<file path="src/rtl/pipeline_hazard_scoreboard_pkg.sv">
// Shared types and helpers for the pipeline hazard controller.
package PipelineHazardCtrl;

    // EXE operand source select
    typedef enum logic [1:0] {
        FWD_REG = 2'b00,
        FWD_WB  = 2'b01,
        FWD_DM  = 2'b10
    } fwd_sel_t;

    // A consumer depends on a producer when it really reads a non-zero register the producer writes.
    function automatic logic dep_match(input int unsigned src, input int unsigned dst,
                                       input logic use_src);
        return use_src && (src != 0) && (src == dst);
    endfunction

endpackage

</file>
<file path="src/rtl/md_busy_tracker.sv">
// Counts down the mult/div latency so HI/LO consumers know when the result is ready.
module md_busy_tracker
    import PipelineHazardCtrl::*;
#(
    parameter int unsigned MD_LAT = 4
) (
    input  logic clk,
    input  logic rst,
    input  logic md_start,
    output logic md_busy
);

    localparam int unsigned CntW = $clog2(MD_LAT + 1);

    logic [CntW-1:0] md_cnt_q, md_cnt_d;

    // Reload on issue, otherwise count down to zero and hold.
    always_comb begin
        md_cnt_d = md_cnt_q;
        if (md_start) begin
            md_cnt_d = CntW'(MD_LAT);
        end else if (md_cnt_q != '0) begin
            md_cnt_d = md_cnt_q - 1'b1;
        end
    end

    // Countdown register; reset clears a pending result immediately.
    always_ff @(posedge clk or posedge rst) begin
        if (rst) begin
            md_cnt_q <= '0;
        end else begin
            md_cnt_q <= md_cnt_d;
        end
    end

    assign md_busy = (md_cnt_q != '0);

endmodule

</file>
<file path="src/rtl/pipeline_hazard_scoreboard.sv">
// Hazard controller for a 5-stage MIPS pipeline with a multi-cycle mult/div unit:
// operand forwarding, load-use / branch / HI-LO stalls, taken-branch flush, perf counters.
module pipeline_hazard_scoreboard
    import PipelineHazardCtrl::*;
#(
    parameter int unsigned REG_AW = 5,
    parameter int unsigned MD_LAT = 4,
    parameter int unsigned CNT_W  = 32
) (
    input  logic              clk,
    input  logic              rst,
    input  logic [REG_AW-1:0] rs_decode,
    input  logic [REG_AW-1:0] rt_decode,
    input  logic              use_rs_decode,
    input  logic              use_rt_decode,
    input  logic              is_branch_decode,
    input  logic              branch_taken_decode,
    input  logic              md_start_decode,
    input  logic              md_read_decode,
    input  logic [REG_AW-1:0] rs_exe,
    input  logic [REG_AW-1:0] rt_exe,
    input  logic [REG_AW-1:0] wreg_dst_exe,
    input  logic              reg_we_exe,
    input  logic              mem_to_reg_exe,
    input  logic              md_start_exe,
    input  logic [REG_AW-1:0] wreg_dst_dm,
    input  logic              reg_we_dm,
    input  logic              mem_to_reg_dm,
    input  logic [REG_AW-1:0] wreg_dst_wrbck,
    input  logic              reg_we_wrbck,
    input  logic              perf_clr,
    output logic              stall_fetch,
    output logic              stall_decode,
    output logic              clear_exe,
    output logic              flush_decode,
    output fwd_sel_t          forward_srca_sel_exe,
    output fwd_sel_t          forward_srcb_sel_exe,
    output logic              md_busy,
    output logic [CNT_W-1:0]  stall_cycles,
    output logic [CNT_W-1:0]  md_stall_cycles
);

    logic lw_stall, br_stall, md_stall, stall;
    logic dep_exe, dep_dm;
    logic [CNT_W-1:0] stall_cycles_q, stall_cycles_d;
    logic [CNT_W-1:0] md_stall_cycles_q, md_stall_cycles_d;

    // DM is the younger producer, so it wins over WB.
    function automatic fwd_sel_t fwd_pick(input logic [REG_AW-1:0] src,
                                          input logic [REG_AW-1:0] dst_dm, input logic we_dm,
                                          input logic [REG_AW-1:0] dst_wb, input logic we_wb);
        if (we_dm && dep_match(32'(src), 32'(dst_dm), 1'b1)) begin
            return FWD_DM;
        end else if (we_wb && dep_match(32'(src), 32'(dst_wb), 1'b1)) begin
            return FWD_WB;
        end
        return FWD_REG;
    endfunction

    md_busy_tracker #(
        .MD_LAT(MD_LAT)
    ) u_md_busy_tracker (
        .clk     (clk),
        .rst     (rst),
        .md_start(md_start_exe),
        .md_busy (md_busy)
    );

    // Forwarding selects for both EXE operands.
    always_comb begin
        forward_srca_sel_exe = fwd_pick(rs_exe, wreg_dst_dm, reg_we_dm,
                                        wreg_dst_wrbck, reg_we_wrbck);
        forward_srcb_sel_exe = fwd_pick(rt_exe, wreg_dst_dm, reg_we_dm,
                                        wreg_dst_wrbck, reg_we_wrbck);
    end

    // Stall and flush decisions for the decode stage.
    always_comb begin
        dep_exe  = dep_match(32'(rs_decode), 32'(wreg_dst_exe), use_rs_decode) ||
                   dep_match(32'(rt_decode), 32'(wreg_dst_exe), use_rt_decode);
        dep_dm   = dep_match(32'(rs_decode), 32'(wreg_dst_dm), use_rs_decode) ||
                   dep_match(32'(rt_decode), 32'(wreg_dst_dm), use_rt_decode);
        lw_stall = reg_we_exe && mem_to_reg_exe && dep_exe;
        // Branches compare in ID, so even ALU results in EXE are too late to forward.
        br_stall = is_branch_decode &&
                   ((reg_we_exe && dep_exe) || (reg_we_dm && mem_to_reg_dm && dep_dm));
        md_stall = (md_read_decode && (md_busy || md_start_exe)) ||
                   (md_start_decode && md_busy);
        stall    = lw_stall || br_stall || md_stall;
    end

    assign stall_fetch  = stall;
    assign stall_decode = stall;
    assign clear_exe    = stall;
    // A stalled branch is re-evaluated next cycle, so it must not flush yet.
    assign flush_decode = branch_taken_decode && !stall;

    // Saturating perf counter next-state; clear has priority.
    always_comb begin
        stall_cycles_d    = stall_cycles_q;
        md_stall_cycles_d = md_stall_cycles_q;
        if (perf_clr) begin
            stall_cycles_d    = '0;
            md_stall_cycles_d = '0;
        end else begin
            if (stall && (stall_cycles_q != '1)) begin
                stall_cycles_d = stall_cycles_q + 1'b1;
            end
            if (md_stall && (md_stall_cycles_q != '1)) begin
                md_stall_cycles_d = md_stall_cycles_q + 1'b1;
            end
        end
    end

    // Perf counter registers.
    always_ff @(posedge clk or posedge rst) begin
        if (rst) begin
            stall_cycles_q    <= '0;
            md_stall_cycles_q <= '0;
        end else begin
            stall_cycles_q    <= stall_cycles_d;
            md_stall_cycles_q <= md_stall_cycles_d;
        end
    end

    assign stall_cycles    = stall_cycles_q;
    assign md_stall_cycles = md_stall_cycles_q;

endmodule
</file>
<file path="config.mk">
export PLATFORM = sky130hd
export DESIGN_NAME = pipeline_hazard_scoreboard
export DESIGN_NICKNAME = d
export VERILOG_FILES = /design/src/rtl/pipeline_hazard_scoreboard_pkg.sv /design/src/rtl/md_busy_tracker.sv /design/src/rtl/pipeline_hazard_scoreboard.sv
export SDC_FILE = /design/constraint.sdc
export NUM_CORES = 1
export LEC_CHECK = 0
export CAP_MARGIN = 20
export CORE_UTILIZATION = 48
export DETAILED_ROUTE_END_ITERATION = 8
export GPL_TIMING_DRIVEN = 0
export PLACE_DENSITY_LB_ADDON = 0.25
export SETUP_SLACK_MARGIN = 0.15
export SLEW_MARGIN = 20
export SYNTH_ARGS = -nofsm -noshare
export SYNTH_HDL_FRONTEND = slang
export SYNTH_SLANG_ARGS = --single-unit
</file>
<file path="constraint.sdc">
create_clock -name clk -period 3 [get_ports clk]
set_input_delay 0.3 -clock clk [delete_from_list [all_inputs] [get_ports clk]]
set_output_delay 0.3 -clock clk [all_outputs]
set_load 0.05 [all_outputs]
</file>
# ---- Word-level counts from Yosys, hierarchy flattened
# Cells that the tools add are included.
dict set report classes {
  add_sub_neg 3
  n_eq_ne 10
  mux 16
  n_reduce_logical 41
}
# op count
set op_table {}
lappend op_table {{$mux 32} 4}
lappend op_table {{$add 32x1->32 const B} 2}
lappend op_table {{$ne 32x32->1 const B} 2}
lappend op_table {{$eq 5x5->1} 8}
lappend op_table {{$logic_and 1x1->1} 25}
lappend op_table {{$reduce_bool 5->1} 4}
lappend op_table {{$mux 2} 6}
lappend op_table {{$logic_or 1x1->1} 7}
lappend op_table {{$mux 3} 2}
lappend op_table {{$reduce_bool 2->1} 3}
lappend op_table {{$mux 1} 4}
lappend op_table {{$reduce_bool 3->1} 1}
lappend op_table {{$sub 3x1->3 const B} 1}
lappend op_table {{$logic_not 1->1} 1}
dict set report totals {
  ff_bits 67
  in_bits 50
  output_inout_bits 73
  word_cells 73
}

# ---- Logic depth before layout (Yosys ltp)
dict set report depth {
  ltp_word 12
  depth_mapped 10
  depth_no_buf 9
}

# ---- Hierarchy
# From an unflattened synthesis, not the netlist that was laid out.
dict set report unflattened {
  hier_cells 469
  area_unflattened_um2 4291.6
}
# module n_inst cells_per_inst area_each_um2 seq_area_each_um2
set modules_own_cells {}
lappend modules_own_cells {pipeline_hazard_scoreboard 1 452 4110.2 1601.5}
lappend modules_own_cells {md_busy_tracker 1 17 181.4 75.1}

# ---- Worst setup path before layout
# No wires, ideal clock.
dict set report synth_path {
  kind {input-to-output}
  start {input port wreg_dst_dm[1]}
  end {output port forward_srcb_sel_exe[0]}
  arrival_time_ps 2927
  required_ps 2700
  slack_ps -227
  path_stages 4
  path_buffers 1
  path_cell_list {clkbuf_1 > xor2_1 > nor4_1 > nor4_1}
}
dict set report synth_between {
  elab_chain_len 5
  elab_cells_between_ends 6
  classes_between {eq/ne: 1; mux: 3; reduce/logical: 2}
}
# item line
set synth_lines {}
lappend synth_lines {{start: declaration} pipeline_hazard_scoreboard.sv:26} ;# input logic [REG_AW-1:0] wreg_dst_dm,
lappend synth_lines {{$eq 5x5->1 (*)} pipeline_hazard_scoreboard_pkg.sv:14} ;# return use_src && (src != 0) && (src == dst);
lappend synth_lines {{$logic_and 1x1->1 (*)} pipeline_hazard_scoreboard_pkg.sv:14}
lappend synth_lines {{$logic_and 1x1->1 (*)} pipeline_hazard_scoreboard.sv:52} ;# if (we_dm && dep_match(32'(src), 32'(dst_dm), 1'b1)) begin
lappend synth_lines {{$mux 2 / $mux 1 (equally long branches)} pipeline_hazard_scoreboard.sv:52}
lappend synth_lines {{$mux 2 (*)} pipeline_hazard_scoreboard.sv:57} ;# return FWD_REG;
lappend synth_lines {{end: declaration} pipeline_hazard_scoreboard.sv:37} ;# output fwd_sel_t forward_srcb_sel_exe,
# Every way passes the cells marked *; elsewhere a longest branch is shown, timed or not.

# ---- Worst setup path after layout
dict set report layout_path {
  start {register u_md_busy_tracker.md_cnt_q[0]}
  end {output port stall_decode}
}
dict set report layout_between {
  elab_chain_len 5
  elab_cells_between_ends 6
  classes_between {reduce/logical: 6}
}
# item line
set layout_lines {}
lappend layout_lines {{start: declaration} md_busy_tracker.sv:15} ;# logic [CntW-1:0] md_cnt_q, md_cnt_d;
lappend layout_lines {{start signal: assignment} md_busy_tracker.sv:32} ;# md_cnt_q <= md_cnt_d;
lappend layout_lines {{$reduce_bool 3->1 (*)} md_busy_tracker.sv:36} ;# assign md_busy = (md_cnt_q != '0);
lappend layout_lines {{$logic_or 1x1->1} pipeline_hazard_scoreboard.sv:87} ;# md_stall = (md_read_decode && (md_busy || md_start_exe)) ||
lappend layout_lines {{$logic_and 1x1->1} pipeline_hazard_scoreboard.sv:87}
lappend layout_lines {{$logic_or 1x1->1 (*)} pipeline_hazard_scoreboard.sv:87}
lappend layout_lines {{$logic_or 1x1->1 (*)} pipeline_hazard_scoreboard.sv:89} ;# stall = lw_stall || br_stall || md_stall;
lappend layout_lines {{end: declaration} pipeline_hazard_scoreboard.sv:33} ;# output logic stall_decode,
# Marks and branches as above.

==> key figures <==
Placed design
  – Placed wire-length estimate: 8770 um
  – Port Buffer Count: 121
  – Place WS: -0.862 ns
  – Placer congestion estimate: 0.847

Route
  – Antenna-violating nets left: 0
  – WL/cell: 16.8 um
  – Metal2 WL: 6070 um
  – Drt pass-1 iters: 4
  – DR vias/cell: 5.79
  – Met3 wire length: 648 um
  – Starting DRT DRC Count: 156
  – Wl on met1: 5180 um
  – Max Used Layer: met4
  – Drt drc: 0
  – Overall routed net length: 12100 um
  – Vias: 4161

Clock tree
  – Clock Pin Slew Worst Setup and Hold Paths: 0.08 ns
  – CTS Buf Count: 9
  – Worst skew pair latency: 0.36 ns
  – CTS tree: built
  – CTS HTree Levels: 3
  – Clk buf depth: 2
  – TritonCTS Sinks: 67
  – Hold_buf cts: 0
  – Root Buffer Master: clkbuf_8

Outcome
  – Status: finished clean

Synthesis
  – Synthesized instance count: 473
  – Top_reg_cell synth: dfrtp_1
  – #FFs+latches synth: 67
  – Synth unique cells: 44
  – Asr flop ratio synth: 1.00
  – Syn_area_per_cell: 8.89 um2
  – Seq/Total Area, Yosys: 0.399
  – Mapped Nets: 527
  – Mapped Area: 0.00420 mm2
  – Total number of yosys warnings: 0
  – EDFF count, synth: 0

Global route
  – Initial antenna violation count: 0
  – First-pass GRT wire length: 18900 um
  – Total global routing overflow: 0
  – Largest net degree at the start of global routing: 39
  – GRT Total Usage: 0.269
  – Number of global-route vias before repair: 3897

Setup path
  – Crit path capture type: output pin
  – CP Launch Type: flip-flop
  – Largest fanout on the critical path: 3
  – CP Class: flip-flop to output pin
  – Critical Path RT: 2.70 ns
  – Worst endpoint data arrival time: 2.40 ns

Die
  – Core Region: 0.00834 mm2
  – Ports: 123
  – Starting Density: 0.504
  – Rows: 33
  – Die X: 95.6 um
  – Die height: 95.6 um
  – Die area: 0.00914 mm2

STA
  – Worst-Margin Slew: 0.534 ns
  – Setup TNS: 0 ns
  – Fin Clk Skew: 0.0112 ns
  – Post-route minimum period: 2.70 ns
  – Final setup viols: 0
  – Slew headroom: 0.640
  – Hold Violations, Final: 0
  – Worst setup margin: 0.303 ns
  – Fin. max-slew vios: 0
  – F_max: 371 MHz
  – Unrepaired setup endpoints after global routing: false
  – Period utilisation layout: 0.899

Finish
  – Most common cell after layout, fill and taps aside: clkdlybuf4s50_1
  – Most frequent cells in the layout: clkdlybuf4s50_1, dfrtp_1, nor2_1, xnor2_1, a21oi_1
  – Area grow syn2layout: 41.0%
  – Fraction of layout instances using a drive strength above 1: 0.0912
  – Final core occ: 0.711
  – # diodes: 0
  – Final nets: 663

Job
  – Max Cap Viol: 0

Hold path
  – Hold crit path type: input port to async pin

Pwr
  – Power, Total: 2.50 mW
  – Leak: 2.30 nW
  – Power Density: 421 mW/mm2
  – Maximum vdd drop: 0.347 mV
flip-flops by register name (all words and copies together) (netlist names):
signal / flops
u_md_busy_tracker.md_cnt_q: 3
stall_cycles: 32
md_stall_cycles: 32
worst paths after layout:
kind / from / end / slack, ns / cells after the start
max reg2reg: stall_cycles[6] / stall_cycles[29] / 0.35 / 6
min in group clk: u_md_busy_tracker.md_cnt_q[2] / u_md_busy_tracker.md_cnt_q[2] / 0.51 / 1
max in group asynchronous: rst / stall_cycles[24] / 2.17 / 3
min: rst / stall_cycles[15] / 0.29 / 2
max: u_md_busy_tracker.md_cnt_q[0] / stall_decode / 0.30 / 9
min reg2reg: u_md_busy_tracker.md_cnt_q[2] / u_md_busy_tracker.md_cnt_q[2] / 0.51 / 1
logic make-up after synthesis:
family	share of synthesized area
XOR/XNOR	0.137
AND/OR/NAND/NOR	0.297
buffers and inverters	0.0399
multiplexers	0.0167
flip-flops	0.399
adder cells (fa/ha/maj)	0.0119
AO/OA/AOI/OAI	0.0985
metal layers:
metal,vias up,global-route usage
li1,1987,-
met1,2028,0.351
met2,127,0.448
met3,19,0.0558
met4,0,0.0858
met5,-,0
final cells by class:
type,count,area (um2)
Fill cell,662,2410
Multi-Input combinational cell,370,2410
Sequential cell,67,1680
Timing Repair Buffer,125,1270
Clock buffer,11,151
Buffer,25,135
Tap cell,105,131
Clock inverter,5,108
Inverter,11,43.8
synthesized netlist by cell type (2+ instances only):
| cell | instances | area [um2] |
|---|---|---|
| dfrtp_1 | 67 | 1680 |
| nor2_1 | 51 | 191 |
| xnor2_1 | 37 | 324 |
| a21oi_1 | 30 | 150 |
| xor2_1 | 29 | 254 |
| nand3_1 | 28 | 140 |
| nand2_1 | 25 | 93.8 |
| or4_1 | 24 | 180 |
| nand4_1 | 22 | 138 |
| o31ai_1 | 19 | 143 |
| clkbuf_1 | 15 | 56.3 |
| nor3_1 | 14 | 70.1 |
| o21ai_0 | 12 | 60.1 |
| inv_1 | 11 | 41.3 |
| or3_1 | 11 | 68.8 |
| nor4_1 | 10 | 62.6 |
| and3_1 | 9 | 56.3 |
| nor2b_1 | 8 | 50.1 |
| and4_1 | 5 | 43.8 |
| buf_2 | 4 | 20.0 |
| ha_1 | 4 | 50.1 |
| mux2_1 | 4 | 45.0 |
| and2_1 | 3 | 18.8 |
| buf_4 | 3 | 22.5 |
| o21ai_1 | 3 | 15.0 |
| or3b_2 | 3 | 26.3 |
| buf_6 | 2 | 22.5 |
| nand2b_1 | 2 | 12.5 |
| nor4b_1 | 2 | 17.5 |
| or2_2 | 2 | 12.5 |
critical path, cell delays in order (launching register included):
cell      delay [ns]
dfrtp_1         0.40
inv_2           0.07
ha_2            0.18
or3b_2          0.46
a22o_4          0.27
nor4_4          0.17
clkbuf_8        0.18
inv_1           0.05
buf_4           0.13
buf_6           0.14
report_power, final:
group          internal, mW  switching (mW)  leakage, nW  total (mW)
Combinational         0.235           0.327         1.24       0.562
Clock                 0.602           0.371        0.130       0.973
Sequential            0.931          0.0325        0.927       0.964
Total                  1.77           0.731         2.30        2.50
timing repair:
item / in CTS / in global routing
setup buffers: 3 / 0
resized for setup: 34 / 14
gates cloned: 0 / 0
pin swaps: 2 / 1
endpoints found under the setup margin: 5 / 33
stage by stage:
step / instance area [um2] / instances / hold slack (ns)
5_1_grt: 5930 / 719 / 0.305
3_5_place_dp: 5580 / 700 / 0.497
3_3_place_gp: 5560 / 699 / 0.472
2_1_floorplan: 4220 / 473 / 0.367
6_report: 5930 / 719 / 0.289
4_1_cts: 5890 / 719 / 0.296
No activity file was read; power rests on OpenSTA's default activity.
